`src/rtl/vx_gpu_csr_arbiter.sv`:
```
// Round-robin arbiter sharing one CSR slave; a request handshaken at N reaches the CSR port at N+1, and read data lands in the response buffer at N+2.
// Writes never stall; reads wait while a read is in flight or while the response buffer holds data that is not being drained.
module vx_gpu_csr_arbiter #(
   parameter int NUM_REQS    = 4,
   parameter int NUM_THREADS = 4,
   parameter int NW_BITS     = 2,
   parameter int UUID_BITS   = 8,
   parameter int ADDR_BITS   = 12,
   parameter int IDX_BITS    = (NUM_REQS > 1) ? $clog2(NUM_REQS) : 1
) (
   input  logic                                        clk,
   input  logic                                        reset,
   input  logic [NUM_REQS-1:0]                         req_valid,
   input  logic [NUM_REQS-1:0]                         req_rw,
   input  logic [NUM_REQS-1:0][UUID_BITS-1:0]          req_uuid,
   input  logic [NUM_REQS-1:0][NW_BITS-1:0]            req_wid,
   input  logic [NUM_REQS-1:0][NUM_THREADS-1:0]        req_tmask,
   input  logic [NUM_REQS-1:0][ADDR_BITS-1:0]          req_addr,
   input  logic [NUM_REQS-1:0][NUM_THREADS-1:0][31:0]  req_data,
   output logic [NUM_REQS-1:0]                         req_ready,
   output logic                                        csr_read_enable,
   output logic [UUID_BITS-1:0]                        csr_read_uuid,
   output logic [NW_BITS-1:0]                          csr_read_wid,
   output logic [NUM_THREADS-1:0]                      csr_read_tmask,
   output logic [ADDR_BITS-1:0]                        csr_read_addr,
   input  logic [NUM_THREADS-1:0][31:0]                csr_read_data,
   output logic                                        csr_write_enable,
   output logic [UUID_BITS-1:0]                        csr_write_uuid,
   output logic [NW_BITS-1:0]                          csr_write_wid,
   output logic [NUM_THREADS-1:0]                      csr_write_tmask,
   output logic [ADDR_BITS-1:0]                        csr_write_addr,
   output logic [NUM_THREADS-1:0][31:0]                csr_write_data,
   output logic                                        rsp_valid,
   output logic [IDX_BITS-1:0]                         rsp_idx,
   output logic [UUID_BITS-1:0]                        rsp_uuid,
   output logic [NW_BITS-1:0]                          rsp_wid,
   output logic [NUM_THREADS-1:0][31:0]                rsp_data,
   input  logic                                        rsp_ready
);

   logic [IDX_BITS-1:0]              rr_ptr;
   logic                             stage_valid;
   logic                             stage_rw;
   logic [IDX_BITS-1:0]              stage_idx;
   logic [UUID_BITS-1:0]             stage_uuid;
   logic [NW_BITS-1:0]               stage_wid;
   logic [NUM_THREADS-1:0]           stage_tmask;
   logic [ADDR_BITS-1:0]             stage_addr;
   logic [NUM_THREADS-1:0][31:0]     stage_data;

   logic                             read_ok;
   logic [NUM_REQS-1:0]              elig;
   logic                             grant_vld;
   logic [IDX_BITS-1:0]              grant_idx;
   logic [IDX_BITS-1:0]              cand;
   int                               pos;

   // A read may only go out once the buffer is guaranteed free when its data arrives.
   assign read_ok = !(stage_valid && !stage_rw) && (!rsp_valid || rsp_ready);
   assign elig    = req_valid & (req_rw | {NUM_REQS{read_ok}});

   always_comb begin
      grant_vld = 1'b0;
      grant_idx = '0;
      cand      = '0;
      pos       = 0;
      for (int k = 0; k < NUM_REQS; k++) begin
         pos = int'(rr_ptr) + k;
         if (pos >= NUM_REQS) pos = pos - NUM_REQS;
         cand = IDX_BITS'(pos);
         if (!grant_vld && elig[cand]) begin
            grant_vld = 1'b1;
            grant_idx = cand;
         end
      end
   end

   always_comb begin
      req_ready = '0;
      if (grant_vld && reset) req_ready[grant_idx] = 1'b1;
   end

   always_ff @(posedge clk or negedge reset) begin
      if (!reset) begin
         rr_ptr      <= '0;
         stage_valid <= 1'b0;
         stage_rw    <= 1'b0;
         stage_idx   <= '0;
         stage_uuid  <= '0;
         stage_wid   <= '0;
         stage_tmask <= '0;
         stage_addr  <= '0;
         stage_data  <= '0;
      end else begin
         stage_valid <= grant_vld;
         if (grant_vld) begin
            rr_ptr      <= (grant_idx == IDX_BITS'(NUM_REQS - 1)) ? '0 : grant_idx + 1'b1;
            stage_rw    <= req_rw[grant_idx];
            stage_idx   <= grant_idx;
            stage_uuid  <= req_uuid[grant_idx];
            stage_wid   <= req_wid[grant_idx];
            stage_tmask <= req_tmask[grant_idx];
            stage_addr  <= req_addr[grant_idx];
            stage_data  <= req_data[grant_idx];
         end
      end
   end

   assign csr_read_enable  = stage_valid && !stage_rw;
   assign csr_read_uuid    = stage_uuid;
   assign csr_read_wid     = stage_wid;
   assign csr_read_tmask   = stage_tmask;
   assign csr_read_addr    = stage_addr;
   assign csr_write_enable = stage_valid && stage_rw;
   assign csr_write_uuid   = stage_uuid;
   assign csr_write_wid    = stage_wid;
   assign csr_write_tmask  = stage_tmask;
   assign csr_write_addr   = stage_addr;
   assign csr_write_data   = csr_write_enable ? stage_data : '0;

   // Capture and drain never coincide: read_ok only admitted the read after a drain.
   always_ff @(posedge clk or negedge reset) begin
      if (!reset) begin
         rsp_valid <= 1'b0;
         rsp_idx   <= '0;
         rsp_uuid  <= '0;
         rsp_wid   <= '0;
         rsp_data  <= '0;
      end else if (csr_read_enable) begin
         rsp_valid <= 1'b1;
         rsp_idx   <= stage_idx;
         rsp_uuid  <= stage_uuid;
         rsp_wid   <= stage_wid;
         rsp_data  <= csr_read_data;
      end else if (rsp_ready) begin
         rsp_valid <= 1'b0;
      end
   end

endmodule

```
`config.mk`:
```
export PLATFORM = sky130hd
export DESIGN_NAME = vx_gpu_csr_arbiter
export DESIGN_NICKNAME = d
export VERILOG_FILES = /design/src/rtl/vx_gpu_csr_arbiter.sv
export SDC_FILE = /design/constraint.sdc
export NUM_CORES = 1
export LEC_CHECK = 0
export ABC_AREA = 0
export BUFFER_PORTS_ARGS = -buffer_cell sky130_fd_sc_hd__buf_4
export CAP_MARGIN = 5
export CORE_AREA = 2 2 418 420
export DETAILED_ROUTE_END_ITERATION = 7
export DIE_AREA = 0 0 420 422
export PLACE_DENSITY = 0.3
export SLEW_MARGIN = 20
export SYNTH_ARGS = -nofsm -noshare
export SYNTH_HDL_FRONTEND = slang
export SYNTH_SLANG_ARGS = --single-unit
```
`constraint.sdc`:
```
create_clock -name clk -period 3.1 [get_ports clk]
set_input_delay 0.62 -clock clk [delete_from_list [all_inputs] [get_ports clk]]
set_output_delay 0.62 -clock clk [all_outputs]
set_load 0.03 [all_outputs]
```
# --- After elaboration in Yosys (flattened, before gate mapping) ---
# Cells that the tools add are included.
totals:
  regBits: 301
  latch_bits: 0
  mem_bits_rw: 0
  romBits: 0
  in_bits: 755
  output_inout_bits: 327
  n_memories: 0
classes:
  n_addsub: 8
  n_mul: 0
  div: 0
  order_cmp: 10
  n_eq_ne: 1
  n_shift: 0
  n_mux: 39
  bitwise: 2
  reduce_logical: 16
ops:
  columns: ["op", "n"]
  rows:
  - ["$bmux W128 S2", 1]
  - ["$mux W128", 2]
  - ["$bmux W12 S2", 1]
  - ["$mux W2", 10]
  - ["$bmux W8 S2", 1]
  - ["$lt A2 B3 Y1 const B", 5]
  - ["$mux W1", 12]
  - ["$mux W12", 1]
  - ["$bmux W1 S2", 5]
  - ["$ge A3 B3 Y1 const B", 3]
  - ["$bmux W4 S2", 1]
  - ["$logic_and A1 B1 Y1", 8]
  - ["$mux W4", 2]
  - ["$mux W8", 1]
  - ["$sub A2 B1 Y2 const B", 4]
  - ["$add A2 B2 Y3 const B", 2]
  - ["$logic_not A1 Y1", 6]
  - ["$and A4 B4 Y4", 1]
  - ["$bmux W2 S2", 1]
  - ["$or A4 B4 Y4", 1]
  - ["$add A2 B1 Y3 const B", 1]
  - ["$ge A2 B3 Y1 const B", 1]
  - ["$add A2 B1 Y2 const B", 1]
  - ["$demux W1 S2", 1]
  - ["4 further kinds", 4]

# --- Depth between registers and ports, before layout ---
# Gate-level depths: netlist of the first run.
logic_depth:
  word_depth: 23
  mapped_depth: 11

# --- Worst setup path after synthesis of the first run ---
# No wires, ideal clock.
synth_path:
  path_type: "input to output"
  from: "input rsp_ready"
  to: "output req_ready[1]"
  t_arrival_ps: 2501
  slack_ps: -21
  stages: 8
  path_cell_list: "nand2b_1 and2_4 o21ai_4 nand2_1 a2111oi_4 buf_4 buf_2 and3_1"
synth_between:
  elab_chain_len: 21
synth_rtl:
  columns: ["element", "line", "text"]
  rows:
  - ["start: declaration", "38", "input logic rsp_ready"]
  - ["$logic_or A1 B1 Y1 (*)", "59", "assign read_ok = !(stage_valid && !stage_rw) && (!rsp_valid || rsp_ready);"]
  - ["$logic_and A1 B1 Y1 (*)", "59", null]
  - ["$or A4 B4 Y4 (*)", "60", "assign elig = req_valid & (req_rw | {NUM_REQS{read_ok}});"]
  - ["$and A4 B4 Y4 (*)", "60", null]
  - ["$bmux W1 S2", "71", "if (!grant_vld && elig[cand]) begin"]
  - ["$mux W1 (implied by the code)", "71", null]
  - ["$mux W1", "71", null]
  - ["$logic_not A1 Y1", "71", null]
  - ["[... 5 more ...]", null, null]
  - ["$logic_not A1 Y1", "71", null]
  - ["$logic_and A1 B1 Y1", "71", null]
  - ["$mux W2", "71", null]
  - ["$lt A2 B3 Y1 (implied by the code) / $ge A2 B1 Y1 (equally long branches)", "80", "if (grant_vld && reset) req_ready[grant_idx] = 1'b1;"]
  - ["$logic_and A1 B1 Y1 (implied by the code)", "80", null]
  - ["$mux W1 (implied by the code)", "80", null]
  - ["$demux W1 S2", "80", null]
  - ["$mux W4 (*)", "80", null]
  - ["end: declaration", "20", "output logic [NUM_REQS-1:0] req_ready,"]
# Every way passes the cells marked *; elsewhere a longest branch is shown, timed or not. The select of a mux whose other input is x is not followed.

# --- Worst setup path in the final report of the first run ---
layout_path:
  from: "register stage_rw"
  to: "output req_ready[1]"
layout_between:
  elab_chain_len: 23
layout_rtl:
  columns: ["element", "line", "text"]
  rows:
  - ["start: declaration", "43", "logic stage_rw;"]
  - ["start signal: assignment", "98", "stage_rw <= req_rw[grant_idx];"]
  - ["$logic_not A1 Y1 (*)", "59", null]
  - ["$logic_and A1 B1 Y1 (*)", "59", null]
  - ["$logic_not A1 Y1 (*)", "59", null]
  - ["$logic_and A1 B1 Y1 (*)", "59", null]
  - ["$or A4 B4 Y4 (*)", "60", null]
  - ["$and A4 B4 Y4 (*)", "60", null]
  - ["$bmux W1 S2", "71", null]
  - ["$mux W1 (implied by the code)", "71", null]
  - ["[... 7 more ...]", null, null]
  - ["$logic_not A1 Y1", "71", null]
  - ["$logic_and A1 B1 Y1", "71", null]
  - ["$mux W2", "71", null]
  - ["$lt A2 B3 Y1 (implied by the code) / $ge A2 B1 Y1 (equally long branches)", "80", null]
  - ["$logic_and A1 B1 Y1 (implied by the code)", "80", null]
  - ["$mux W1 (implied by the code)", "80", null]
  - ["$demux W1 S2", "80", null]
  - ["$mux W4 (*)", "80", null]
# Marked as above.

==> results of run 1 <==
## kinds of logic (layout without fill, tap and decap cells)
group / after synthesis / count (layout) / share of synthesized area, %
and+or+nand+nor: 847 / 847 / 24.8
buffers and inverters: 213 / 1315 / 6.23
DFF: 301 / 301 / 48.6
other: 0 / 10 / 0
AOI/OAI and AO/OA: 454 / 454 / 20.3
## metrics by stage
stage,cell area [um2],std cells
floorplan,15500,1815
global placement,27000,5141
detailed placement,27000,5141
CTS,28800,5239
global route,28900,5250
finish,28900,5252
## placed cells by master, fill, tap and decap left out, drive strengths merged, types with 2 or more instances in the layout
cell     synthesis  routed
bufinv           0       4
inv              5       7
clkbuf         135      74
a21oi          123     123
o22ai            3       3
a31oi           78      78
a221oi          77      77
a2111oi          3       3
nor2           162     162
o21ai           82      82
dfrtp          301     301
o211ai           2       2
nand3           71      71
buf             72    1223
and2             3       3
diode            0      10
a21o             3       3
clkinv           1       5
a222oi          78      78
and4            42      42
nand2          430     430
and3           132     132
nand2b           4       4
## final cells by class
cell class,count,area (um2)
antenna,10,25.0
clock buffer,73,1390
clock inverter,11,201
multi-input combinational,1301,7130
inverter,6,30.0
fill,19700,144000
timing repair buffer,1225,9700
tap,2325,2910
sequential,301,7540
## cell usage after synthesis, types with 2 or more instances
cell type / instances
dfrtp_1: 301
a21o_1: 3
o21ai_0: 78
a2111oi_4: 2
buf_2: 30
o21ai_1: 2
buf_4: 32
clkbuf_1: 135
inv_1: 4
a21oi_1: 123
o22ai_1: 3
and3_1: 132
nor2_1: 162
buf_1: 9
nand2_1: 430
a222oi_1: 78
and2_1: 2
nand2b_1: 4
nand3_1: 71
a31oi_1: 78
and4_1: 42
a221oi_1: 77
o211ai_1: 2
## sequential cells by signal (all words and copies together), names as in the netlist
| name | count |
|---|---|
| csr_read_addr | 12 |
| csr_read_tmask | 4 |
| csr_read_uuid | 8 |
| csr_read_wid | 2 |
| rr_ptr | 2 |
| rsp_data | 128 |
| rsp_idx | 2 |
| rsp_uuid | 8 |
| rsp_valid | 1 |
| rsp_wid | 2 |
| stage_data | 128 |
| stage_idx | 2 |
| stage_rw | 1 |
| stage_valid | 1 |
## routing by layer
layer / global-route usage [%] / wire, um
met1: 16.5 / 52300
met2: 24.0 / 64700
met3: 3.16 / 8150
met4: 4.44 / 4050
met5: 0 / 41
## critical path, cell delays in order, from the launching register on
cell	delay [ns]
dfrtp_4	0.47
nand2b_4	0.17
and2_4	0.17
o21ai_4	0.20
buf_6	0.14
nor2_4	0.03
a2111oi_4	0.22
buf_4	0.20
and3_4	0.22
buf_6	0.14
## power breakdown
part,switching (uW),internal (uW)
combinational,11600,6340
sequential,1510,5920
clock,2340,3410
total,15500,15700
## worst paths after layout
path                                                from                            to  slack, ns
min in group asynchronous                          reset  csr_read_addr[1]$_DFFE_PN0P_       0.52
max in group asynchronous                          reset   stage_data[121]$_DFFE_PN0P_       1.37
worst min register to register  rsp_data[38]$_DFFE_PN0N_      rsp_data[38]$_DFFE_PN0N_       0.47
worst min-delay path                  csr_read_data[107]     rsp_data[107]$_DFFE_PN0N_       0.17
worst max register to register      stage_rw$_DFFE_PN0P_    stage_data[78]$_DFFE_PN0P_       0.14
worst max-delay path                stage_rw$_DFFE_PN0P_                  req_ready[1]      -0.13
## timing repair
item / CTS / global route
resized for setup: 23 / 2
setup endpoints to repair: 4 / 7
hold endpoints to repair: 28 / 0
gates cloned: 0 / 1
hold buffers: 1 / 0
pin swaps: 9 / 3
setup buffers: 15 / 2
==> results.toml, run 1 <==
[routing]
route.vias.total = 19200
wl_per_cell_um = 24.6
route.antenna.remaining_nets = 0
totalWireLength_um = 129000
dr.pass1.iters = 8
route.detailed.drc = 0
drt-initial-drc-count = 1431
avgViaCountPerCell = 3.65

[setup_path]
critical_path_arrival_ns = 2.61
cp-end-kind = "output pin"
worst_setup_path_start_kind = "flip-flop"
critPathRequiredTime_ns = 2.48
worstPathMaxFanout = 6
path_class = "reg -> out"
reg2reg_depth = 12

[yosys]
synth_edf_count = 0
syn_inst = 1815
synthTopCellsByArea = "dfrtp_1 (49%), nand2_1 (10%), and3_1 (5.3%)"
syn_nets = 2570
yosys_warnings = 0
async_flop_share_pct = 100
netlist_area_um2 = 15500
synth_cell_types = 38
yosys.area.top_type_share_pct = 48.6
ys_ff_latch = 301
synth_flop_cell = "dfrtp_1"
synth.largest_area_cell = "dfrtp_1"
synth_seq_area_share_pct = 48.6
post_synth.cell_area_avg_um2 = 8.53

[die]
ios = 1082
core_um2 = 173000
die_y_um = 422
row_count = 153
fp.dieW_um = 420
die-area_um2 = 177000
initial_core_util_pct = 8.96

[clock_tree]
cts_tree = "done"
cts_made_buffers = 47
htreeDepth = 2
cts_sinks = 301
clk_path_buf_depth = 3
clock_latency_ns = 0.64
clkTransAtPathRegs_ns = 0.06
root_buffer = "clkbuf_16"

[status]
outcome = "finished, violations left"
violations = "setup timing"

[global_route]
antenna_found_initial = 18
grt_pass1_wl_um = 170000
first_global_vias = 19700
gr-total-overflow = 0
grt_max_degree = 131
grt.total_usage_pct = 13.8

[placed_design]
gp_congestion = 0.851
io_buffers = 1081
dp_slack_ns = -0.198
dp_hpwl_um = 99000

[timing]
min_period_over_period_pct = 104
finalSetupViolations = 4
fin_tns_setup_ns = -0.381
finalCriticalPeriod_ns = 3.23
fin_ws_ns = -0.132
hold_ws_ns = 0.171
max_slew_margin_pct = 39.6
slew_viol_final = 0
clock-skew-final_ns = 0.0458
hold_viol = 0
max_freq_mhz = 309
worst_pin_slew_ns = 0.906
grt_setup_unrepaired = "yes"

[layout]
area_delta_synth_final_pct = 86.8
layout-drive-gt1-share_pct = 45.4
utilization_pct = 16.7
nNetsFinal = 3637

[power]
power.total_uw = 31200
leakage_uw = 0.0139
ir_worst_vdd_mv = 0.459
p_per_area_nw_per_um2 = 1080

[worst_hold_path]
min_path_type = "in -> reg"
min_path_cells = 3

[job]
drv_cap = 0
Power figures use the tool's default switching activity.
==> run 2: changes to the inputs <==
Settings changed: PLACE_DENSITY 0.3 to 0.33, SLEW_MARGIN 20 to 40.
==> run 2 against run 1 <==
  * The run ends with DRC, setup timing left
  * Sequential share of layout area about the same
  * Register-to-register slack gained 0.02 ns
  * Critical path type unchanged
  * Die area unchanged
  * Clock power fell by 10%
  * Worst hold slack better by 0.0037 ns
  * Sequential power down 0.9%
  * Critical path depth fell by 1
  * Largest power group unchanged
  * First-iteration DRC count is 11% higher
  * Sequential cell count is the same
  * Final area about the same
  * Via count grew 0.81%
==> results.toml, run 2 (synthesized netlist as in run 1, its figures left out) <==
[job]
drv_cap = 0

[clock_tree]
cts_made_buffers = 45
clkTransAtPathRegs_ns = 0.07
cts_sinks = 301
root_buffer = "clkbuf_16"
htreeDepth = 2
cts_tree = "done"
clk_path_buf_depth = 3
clock_latency_ns = 0.62

[routing]
route.detailed.drc = 25
route.vias.total = 19300
drt-initial-drc-count = 1590
dr.pass1.iters = 8
totalWireLength_um = 127000
wl_per_cell_um = 24.1
route.antenna.remaining_nets = 0
avgViaCountPerCell = 3.67

[global_route]
antenna_found_initial = 27
grt_max_degree = 131
gr-total-overflow = 0
first_global_vias = 19200
grt.total_usage_pct = 13.6
grt_pass1_wl_um = 167000

[placed_design]
dp_hpwl_um = 98400
gp_congestion = 0.911
place_area_um2 = 27200
io_buffers = 1081

[die]
core_um2 = 173000
row_count = 153
initial_core_util_pct = 8.96
fp.dieW_um = 420
die-area_um2 = 177000
ios = 1082
die_y_um = 422

[setup_path]
critical_path_arrival_ns = 2.62
path_class = "reg -> out"
setup.worst_path.start = "stage_rw$_DFFE_PN0P_"
reg2reg_setup_slack_ns = 0.16
r2r-start = "rr_ptr[1]$_DFFE_PN0P_"
critPathRequiredTime_ns = 2.48
worst_setup_path_start_kind = "flip-flop"
worst_r2r_endpoint = "stage_data[57]$_DFFE_PN0P_"
reg2reg_depth = 11
cp-end-kind = "output pin"
worstPathMaxFanout = 7

[timing]
fin_tns_setup_ns = -0.345
min_period_over_period_pct = 104
max_slew_margin_pct = 34.5
slew_viol_final = 0
finalSetupViolations = 4
hold_viol = 0
max_freq_mhz = 309
worst_pin_slew_ns = 0.982
finalCriticalPeriod_ns = 3.24
fin_ws_ns = -0.136
hold_ws_ns = 0.175
grt_setup_unrepaired = "yes"
clock-skew-final_ns = 0.0217

[status]
violations = "DRC, setup timing"
outcome = "finished, violations left"

[power]
ir_worst_vdd_mv = 0.442
power.total_uw = 30600
leakage_uw = 0.0139
p_per_area_nw_per_um2 = 1060

[layout]
mostFrequentLayoutCells = "buf_4 (1202), nand2_1 (425), dfrtp_1 (299)"
area_delta_synth_final_pct = 86.7
layout_commonest_cell = "buf_4"
design_area_um2 = 28900
fill_cells = 19700
utilization_pct = 16.7
layout-drive-gt1-share_pct = 45.8
nNetsFinal = 3655

[worst_hold_path]
min_from = "csr_read_data[30]"
min_path_type = "in -> reg"
hold_path_end = "rsp_data[30]$_DFFE_PN0N_"
min_path_cells = 3
run 2: where the power goes:
part           switching, uW  internal (uW)  total [uW]
Sequential              1440           5920        7360
Clock                   2250           2900        5150
Combinational          11600           6450       18000
Total                  15300          15300       30600
run 2: stage by stage:
step           std cells  worst slack [ns]
2_1_floorplan       1815            0.0351
3_3_place_gp        5161            -0.284
3_5_place_dp        5161            -0.274
4_1_cts             5253            -0.243
5_1_grt             5270            -0.253
6_report            5275            -0.136
run 2: repair_timing:
item / in CTS / in global routing
hold endpoints to repair: 26 / 0
hold buffers: 1 / 0
resized for setup: 19 / 5
endpoints found under the setup margin: 5 / 6
gates cloned: 0 / 1
pin swaps: 10 / 4
buffers inserted: 11 / 4
run 2: cell type report:
| type | instances | area, um2 | share of cell area (%) |
|---|---|---|---|
| diodes | 17 | 42.5 | 0.147 |
| multi-input cells | 1301 | 7140 | 24.7 |
| flip-flops and latches | 301 | 7540 | 26.1 |
| clock inverters | 11 | 96.3 | 0.333 |
| inverters | 6 | 32.5 | 0.113 |
| repair buffers | 1245 | 9830 | 34.0 |
| well taps | 2325 | 2910 | 10.1 |
| clock buffers | 69 | 1310 | 4.52 |
run 2: how the worst max path moves through the flow:
stage                                             to  cells past startpoint
final                                   req_ready[3]                      8
after floorplan                         req_ready[1]                      8
after global routing                    req_ready[3]                      8
after CTS                               req_ready[3]                      8
after global placement    stage_data[57]$_DFFE_PN0P_                     11
after detailed placement  stage_data[57]$_DFFE_PN0P_                     11
run 2: layer usage:
layer  vias to the layer above  part of all wire (%)  global-route usage, %
met3                       132                   6.7                   3.39
li1                       8735                     -                      -
met5                         -                 0.049                  0.437
met2                       802                    49                   23.0
met4                        10                   3.2                   4.81
met1                      9660                    41                   16.4
run 2: worst max-delay path, cell delays in order (launching register included):
cell       delay [ns]
dfrtp_4          0.46
nand2b_4         0.19
and2_4           0.18
o21ai_4          0.22
nand2_2          0.11
a2111oi_4        0.29
buf_4            0.21
and3_4           0.20
buf_8            0.13
